File: config.mk
export PLATFORM = sky130hd
export DESIGN_NAME = serial_subtractor_flat
export DESIGN_NICKNAME = d
export VERILOG_FILES = /design/src/rtl/serial_subtractor_if.sv /design/src/rtl/serial_subtractor.sv /design/src/flat_wrapper.sv
export SDC_FILE = /design/constraint.sdc
export NUM_CORES = 1
export LEC_CHECK = 0
export BUFFER_PORTS_ARGS = -buffer_cell sky130_fd_sc_hd__buf_4
export CAP_MARGIN = 20
export CORE_ASPECT_RATIO = 1.1
export CORE_MARGIN = 4
export CORE_UTILIZATION = 56
export CTS_CLUSTER_SIZE = 16
export DETAILED_ROUTE_END_ITERATION = 10
export GPL_TIMING_DRIVEN = 0
export PLACE_DENSITY = 0.81
export SLEW_MARGIN = 20
export SYNTH_ARGS = -nofsm -noshare
export SYNTH_HDL_FRONTEND = slang
export SYNTH_SLANG_ARGS = --single-unit
File: constraint.sdc
create_clock -name clk -period 2.6 [get_ports clk]
set_clock_uncertainty 0.1 [all_clocks]
set_input_delay 0.52 -clock clk [delete_from_list [all_inputs] [get_ports clk]]
set_output_delay 0.52 -clock clk [all_outputs]
set_load 0.1 [all_outputs]
File: src/rtl/serial_subtractor_if.sv
// Handshake and result bundle between a requester and serial_subtractor.
// Carries the start request, both operands, status strobes and the registered results.
// The master drives the request side; the slave (the subtractor) drives status and results.
interface serial_subtractor_if #(
  parameter int WIDTH = 4
);
  logic             start;
  logic [WIDTH-1:0] minuend;
  logic [WIDTH-1:0] subtrahend;
  logic             busy;
  logic             done;
  logic [WIDTH-1:0] diff;
  logic             borrow;
  logic             zero;
  logic             ovf;

  modport master (
    output start, minuend, subtrahend,
    input  busy, done, diff, borrow, zero, ovf
  );

  modport slave (
    input  start, minuend, subtrahend,
    output busy, done, diff, borrow, zero, ovf
  );
endinterface

File: src/rtl/serial_subtractor.sv
// Bit-serial subtractor: minuend - subtrahend, LSB first, one full-subtractor cell.
// Latency: WIDTH edges from the accepting edge to the done pulse; one IDLE cycle before the next accept.
// Backpressure: start is only honoured in IDLE; requests while busy or done are dropped, not queued.
module serial_subtractor #(
  parameter int WIDTH = 4
) (
  input  logic                 clk,
  input  logic                 rst_n,
  serial_subtractor_if.slave   bus
);

  localparam int CW = (WIDTH > 1) ? $clog2(WIDTH) : 1;
  localparam logic [CW-1:0] LAST_BIT = CW'(WIDTH - 1);

  typedef enum logic [1:0] {
    IDLE = 2'd0,
    RUN  = 2'd1,
    DONE = 2'd2
  } state_t;

  state_t state, state_nxt;

  // Operand shift registers, partial result and serial borrow
  logic [WIDTH-1:0] sa, sb, res;
  logic [CW-1:0]    count;
  logic             br;

  // Registered results, held between done pulses
  logic [WIDTH-1:0] diff_q;
  logic             borrow_q, zero_q, ovf_q;

  // Status strobes decoded from state only
  logic busy_o, done_o;

  // Full-subtractor cell on the current bit pair
  logic             a_bit, b_bit, d_bit, br_nxt, last_bit;
  logic [WIDTH-1:0] res_nxt;

  assign a_bit    = sa[0];
  assign b_bit    = sb[0];
  assign d_bit    = a_bit ^ b_bit ^ br;
  assign br_nxt   = (~a_bit & b_bit) | (~(a_bit ^ b_bit) & br);
  assign res_nxt  = {d_bit, res[WIDTH-1:1]};
  assign last_bit = (count == LAST_BIT);

  // State register with synchronous reset
  always_ff @(posedge clk) begin
    if (!rst_n) state <= IDLE;
    else        state <= state_nxt;
  end

  // Next-state decode
  always_comb begin
    state_nxt = state;
    case (state)
      IDLE:    if (bus.start) state_nxt = RUN;
      RUN:     if (last_bit)  state_nxt = DONE;
      DONE:    state_nxt = IDLE;
      default: state_nxt = IDLE;
    endcase
  end

  // Status outputs decoded from the registered state, so no input reaches them combinationally
  always_comb begin
    busy_o = 1'b0;
    done_o = 1'b0;
    case (state)
      RUN:     busy_o = 1'b1;
      DONE:    done_o = 1'b1;
      default: ;
    endcase
  end

  // Datapath: capture operands on accept, shift one bit per RUN edge, commit results on the last bit
  always_ff @(posedge clk) begin
    if (!rst_n) begin
      sa       <= '0;
      sb       <= '0;
      res      <= '0;
      count    <= '0;
      br       <= 1'b0;
      diff_q   <= '0;
      borrow_q <= 1'b0;
      zero_q   <= 1'b0;
      ovf_q    <= 1'b0;
    end else begin
      case (state)
        IDLE: begin
          if (bus.start) begin
            sa    <= bus.minuend;
            sb    <= bus.subtrahend;
            res   <= '0;
            count <= '0;
            br    <= 1'b0;
          end
        end
        RUN: begin
          res   <= res_nxt;
          sa    <= sa >> 1;
          sb    <= sb >> 1;
          br    <= br_nxt;
          count <= count + CW'(1);
          if (last_bit) begin
            // On the last bit a_bit/b_bit are the operand sign bits and d_bit is the result sign
            diff_q   <= res_nxt;
            borrow_q <= br_nxt;
            zero_q   <= (res_nxt == '0);
            ovf_q    <= (a_bit != b_bit) & (d_bit != a_bit);
          end
        end
        default: ;
      endcase
    end
  end

  assign bus.busy   = busy_o;
  assign bus.done   = done_o;
  assign bus.diff   = diff_q;
  assign bus.borrow = borrow_q;
  assign bus.zero   = zero_q;
  assign bus.ovf    = ovf_q;

endmodule
File: src/flat_wrapper.sv
// flat-port wrapper written by rule: the top's interface ports become plain ports
module serial_subtractor_flat 
#(
  parameter int WIDTH = 4
)
  (clk, rst_n, bus_start, bus_minuend, bus_subtrahend, bus_busy, bus_done, bus_diff, bus_borrow, bus_zero, bus_ovf);
  serial_subtractor_if #(.WIDTH(WIDTH)) bus_i ();
  input  logic clk;
  input  logic rst_n;
  input wire logic [$bits(bus_i.start)-1:0] bus_start;
  input wire logic [$bits(bus_i.minuend)-1:0] bus_minuend;
  input wire logic [$bits(bus_i.subtrahend)-1:0] bus_subtrahend;
  output wire logic [$bits(bus_i.busy)-1:0] bus_busy;
  output wire logic [$bits(bus_i.done)-1:0] bus_done;
  output wire logic [$bits(bus_i.diff)-1:0] bus_diff;
  output wire logic [$bits(bus_i.borrow)-1:0] bus_borrow;
  output wire logic [$bits(bus_i.zero)-1:0] bus_zero;
  output wire logic [$bits(bus_i.ovf)-1:0] bus_ovf;
  assign bus_i.start = bus_start;
  assign bus_i.minuend = bus_minuend;
  assign bus_i.subtrahend = bus_subtrahend;
  assign bus_busy = bus_i.busy;
  assign bus_done = bus_i.done;
  assign bus_diff = bus_i.diff;
  assign bus_borrow = bus_i.borrow;
  assign bus_zero = bus_i.zero;
  assign bus_ovf = bus_i.ovf;
  serial_subtractor #(.WIDTH(WIDTH)) u_core (.clk(clk), .rst_n(rst_n), .bus(bus_i));
endmodule
# Yosys cells after proc, flatten, opt, wreduce, memory -nomap -nowiden
# Index checks and enable logic that the tools add are counted.
dict set report word_totals {
  regBits 24
  input_bits 11
  out_inout_bits 9
  elab_cells 47
}
dict set report op_classes {
  addsub 1
  eq_ne 7
  n_mux 15
  bitwise 8
  n_reduce_logical 6
}
# cell n
set ops {}
lappend ops {{$pmux 4 s2} 3}
lappend ops {{$mux 4} 3}
lappend ops {{$pmux 2 s2} 2}
lappend ops {{$mux 2} 3}
lappend ops {{$reduce_and 2->1} 3}
lappend ops {{$eq 2x2->1 const B} 2}
lappend ops {{$logic_not 4->1} 1}
lappend ops {{$and 1x1->1} 3}
lappend ops {{$mux 1} 3}
lappend ops {{$add 2x1->2 const B} 1}
lappend ops {{$eq 2x1->1 const B} 1}
lappend ops {{$logic_not 2->1} 1}
lappend ops {{$ne 1x1->1} 2}
lappend ops {{$ne 2x1->1 const B} 1}
lappend ops {{$ne 2x2->1 const B} 1}
lappend ops {{$not 1->1} 2}
lappend ops {{$pmux 1 s2} 1}
lappend ops {{$reduce_bool 2->1} 1}
lappend ops {{$xor 1x1->1} 2}
lappend ops {{$or 1x1->1} 1}

# Depth between registers and ports, before layout
dict set report depth {
  word_depth 5
  mapped_depth 5
  ltp_nobuf 5
}

# Worst setup path before layout
# Ideal clock, no wire load.
dict set report synth_path {
  path_type {register to output}
  start {reg u_core.state[1]}
  end {out bus_done}
  arrival_ps 1771
  t_required_ps 1980
  setup_slack_ps 209
  stages_incl_launch_ff 3
  n_path_buf 0
  path_cell_list {dfxtp_1 -> inv_1 -> nor2_1}
}
dict set report synth_between {
  elab_chain_len 2
}
# item line_no
set synth_rtl {}
lappend synth_rtl {{from (decl)} serial_subtractor.sv:21} ;# state_t state, state_nxt;
lappend synth_rtl {{from (signal assigned)} serial_subtractor.sv:49} ;# else state <= state_nxt;
lappend synth_rtl {{$eq 2x2->1} serial_subtractor.sv:67} ;# case (state)
lappend synth_rtl {{$mux 1} serial_subtractor.sv:67}
lappend synth_rtl {{to (decl)} flat_wrapper.sv:14} ;# output wire logic [$bits(bus_i.done)-1:0] bus_done;
# No other way between the ends.

# Worst setup path in the final report
dict set report layout_path {
  start {reg u_core.state[1]}
  end {out bus_busy}
}
dict set report layout_between {
  elab_chain_len 2
}
# item line_no
set layout_rtl {}
lappend layout_rtl {{$eq 2x1->1} serial_subtractor.sv:67}
lappend layout_rtl {{$mux 1} serial_subtractor.sv:67}
lappend layout_rtl {{to (decl)} flat_wrapper.sv:13} ;# output wire logic [$bits(bus_i.busy)-1:0] bus_busy;
# No other way between the ends.

==> results.json <==
{
  "status": "finished, final reports clean",
  "via_count": 852,
  "core-area_mm2": 0.001652,
  "dr.pass1.iters": 4,
  "worstSetupEndpointType": "output pin",
  "wl_met3_um": 94,
  "antenna_found_initial": 0,
  "die_h_um": 52.87,
  "tns_ns": 0,
  "wl_per_cell_um": 14.40,
  "clk_pin_slew_ns": 0.12,
  "wl_met1_um": 898,
  "fmax_ghz": 0.4960,
  "regArea_um2": 460.4,
  "cts_resized": 0,
  "total_power_mw": 0.6521,
  "synth_top_area_share_pct": 44.93,
  "worstRegToRegCells": 5,
  "grt_max_degree": 13,
  "vias_per_cell": 5.876,
  "worstMarginPinSlew_ns": 0.4434,
  "slew_headroom_pct": 70.44,
  "cts_made_buffers": 3,
  "die_w_um": 48.79,
  "clockBufferDepth": 2,
  "cp-startpoint": "u_core.state[1]",
  "syn_area_mm2": 0.001025,
  "seq_power_share_pct": 58.4,
  "synth_area_per_cell_um2": 9.667,
  "hpwl_mm": 1.583,
  "drt-initial-drc-count": 17,
  "rows": 15,
  "grt_pass1_vias": 813,
  "final_common_cell": "dfxtp_1",
  "synth.top_cells.by_area": "dfxtp_1 45%, a211oi_2 6.1%, a21oi_1 4.9%",
  "fillers": 123,
  "hold_viol_final": 0,
  "cts_tree": "built",
  "dieArea_mm2": 0.002579,
  "critPathLaunchType": "flip-flop",
  "ys_types": 32,
  "p_leak_nw": 0.5225,
  "ant_nets": 0,
  "overflow": 0,
  "synth_nets": 120,
  "synthCells": 106,
  "cp_max_fo": 10,
  "hold_path_class": "reg -> reg",
  "crit_end": "bus_busy",
  "finalCritPeriodShare_pct": 77.55,
  "final_cell_mix": "23 x dfxtp_1, 20 x buf_4, 13 x nor2_1",
  "finalMaxSlewViolations": 0,
  "r2r_end": "u_core.bus.zero",
  "fin_crit_ns": 2.016,
  "synth_top_area_cell": "dfxtp_1",
  "n_antenna_cell": 0,
  "r2r-start": "u_core.sa[0]",
  "path_delay_family": "buffers and inverters",
  "synth-seq-cells": 23,
  "pwr-share-comb_pct": 16.4,
  "initial_utilization_pct": 62.05,
  "peakVddDrop_mv": 0.4412,
  "powerDensity_mw_per_mm2": 540.1,
  "rsz0062_at_grt": "false",
  "switching_power_mw": 0.1775,
  "drcViolationCount": 0,
  "regToRegSetupSlack_ns": 0.83,
  "syn_to_final_growth_pct": 17.83,
  "crit_path_cell_trace": "nand2b_1, inv_2, buf_4",
  "crit_path_top_delay_cell": "dfxtp_1",
  "gp_congestion": 0.8111,
  "wl_mm": 2.088,
  "crit_required_ns": 1.98,
  "routed.top_layer": "met4",
  "grt_pass1_wl_mm": 3.677,
  "cp_slowest_stage_delay_ns": 0.40,
  "p_clk_share_pct": 25.3,
  "cts_max_level": 1,
  "port_buffers": 18,
  "nets": 143,
  "root_buffer": "clkbuf_4",
  "num_io_pins": 20,
  "wl_met2_mm": 1.072,
  "hold_buffers": 0,
  "final_layout_size_suffix_gt1_share_pct": 27.34,
  "post_cts.repair.setup_buffers": 0,
  "cp.depth": 3,
  "track_usage_pct": 18.41,
  "internal-power_mw": 0.4745,
  "cts_num_sinks": 23,
  "drv_cap": 0,
  "cp_data_arrival_time_ns": 1.40,
  "cp_num_buf_inv": 2,
  "synth_warnings": 0,
  "swShare_pct": 27.22,
  "multi_input_area_um2": 499.2,
  "finalSetupViolCount": 0,
  "seq_area_frac_synth_pct": 44.93,
  "clk_latency_ns": 0.31,
  "path_class": "reg -> out"
}
==> how the worst min path moves through the flow <==
stage,cells past startpoint,from,end
6_report,2,u_core.bus.diff[2],u_core.bus.diff[2]
5_1_grt,3,rst_n,u_core.sa[2]
4_1_cts,2,u_core.bus.diff[2],u_core.bus.diff[2]
3_5_place_dp,2,u_core.bus.diff[2],u_core.bus.diff[2]
3_3_place_gp,2,u_core.bus.zero,u_core.bus.zero
2_1_floorplan,2,u_core.res[1],u_core.bus.diff[0]
==> cell type report <==
class | count | area share (%)
plain buffers | 6 | 3.834
clock buffers | 4 | 2.176
inverters | 5 | 1.554
multi-input cells | 72 | 41.35
flip-flops and latches | 23 | 38.13
well taps | 17 | 1.762
repair buffers | 18 | 11.19
==> power by group through the flow <==
| stage | logic, mW | registers [mW] | clock network [mW] |
|---|---|---|---|
| 3_3_place_gp | 0.104 | 0.387 | 0 |
| 3_5_place_dp | 0.108 | 0.388 | 0 |
| 2_1_floorplan | 0.0796 | 0.386 | 0 |
| 4_1_cts | 0.108 | 0.381 | 0.169 |
| 5_1_grt | 0.120 | 0.383 | 0.181 |
| 6_report | 0.107 | 0.381 | 0.165 |
==> per-layer routing <==
layer / vias to the layer above / GRT usage (%)
met5: - / 0
met4: 0 / 6.726
met3: 4 / 4.225
met2: 19 / 31.52
met1: 409 / 22.59
li1: 420 / -
==> Yosys cell counts <==
cell        n
nor4b_1     1
o22ai_1     2
a22oi_1     4
o21ba_1     1
nor2_1     13
and3b_1     1
clkbuf_1    1
o41ai_2     1
inv_2       1
o21bai_2    1
or3b_1      1
a211oi_2    5
xor2_1      1
nand4_1     2
buf_6       2
nand3_1     1
o21ai_1     1
nand3b_4    1
buf_2       1
a2bb2oi_1   1
a21oi_1    10
nand2_1    10
mux2i_1     3
nand2b_1    3
o21ai_0     3
a211oi_1    1
dfxtp_1    23
buf_4       2
o221ai_1    2
fa_1        1
ha_1        2
inv_1       4
==> worst min-delay path, stage by stage (launching register included) <==
cell	delay (ns)
dfxtp_1	0.33
nand2_1	0.05
a21oi_1	0.05
==> per-stage QoR <==
step	instance area [um^2]	hold WS, ns	utilization, %	instances	setup slack, ns
6_report	1207	0.3689	73.11	145	0.5838
3_3_place_gp	1181	0.3440	71.52	141	0.9109
3_5_place_dp	1181	0.3543	71.52	141	0.8529
2_1_floorplan	1025	0.3450	-	106	0.2092
5_1_grt	1207	0.3806	73.11	145	0.4887
4_1_cts	1207	0.3718	73.11	145	0.5688
==> cells by family (layout without fill, tap and decap cells) <==
group	Yosys count	in the layout	synth area share, %
and+or+nand+nor	33	33	16.48
muxes	3	3	2.931
AOI/OAI and AO/OA	32	32	24.05
adders and majority gates	3	3	4.395
DFF	23	23	44.93
buffers and inverters	11	33	6.347
xor gates and xnor gates	1	1	0.8549
==> sequential cells by signal, indices dropped and copies added, names as in the netlist <==
register / flops
u_core.bus.borrow: 1
u_core.count: 2
u_core.bus.diff: 4
u_core.bus.zero: 1
u_core.bus.ovf: 1
u_core.sb: 4
u_core.state: 2
u_core.br: 1
u_core.res: 3
u_core.sa: 4
Power figures use the tool's default switching activity.
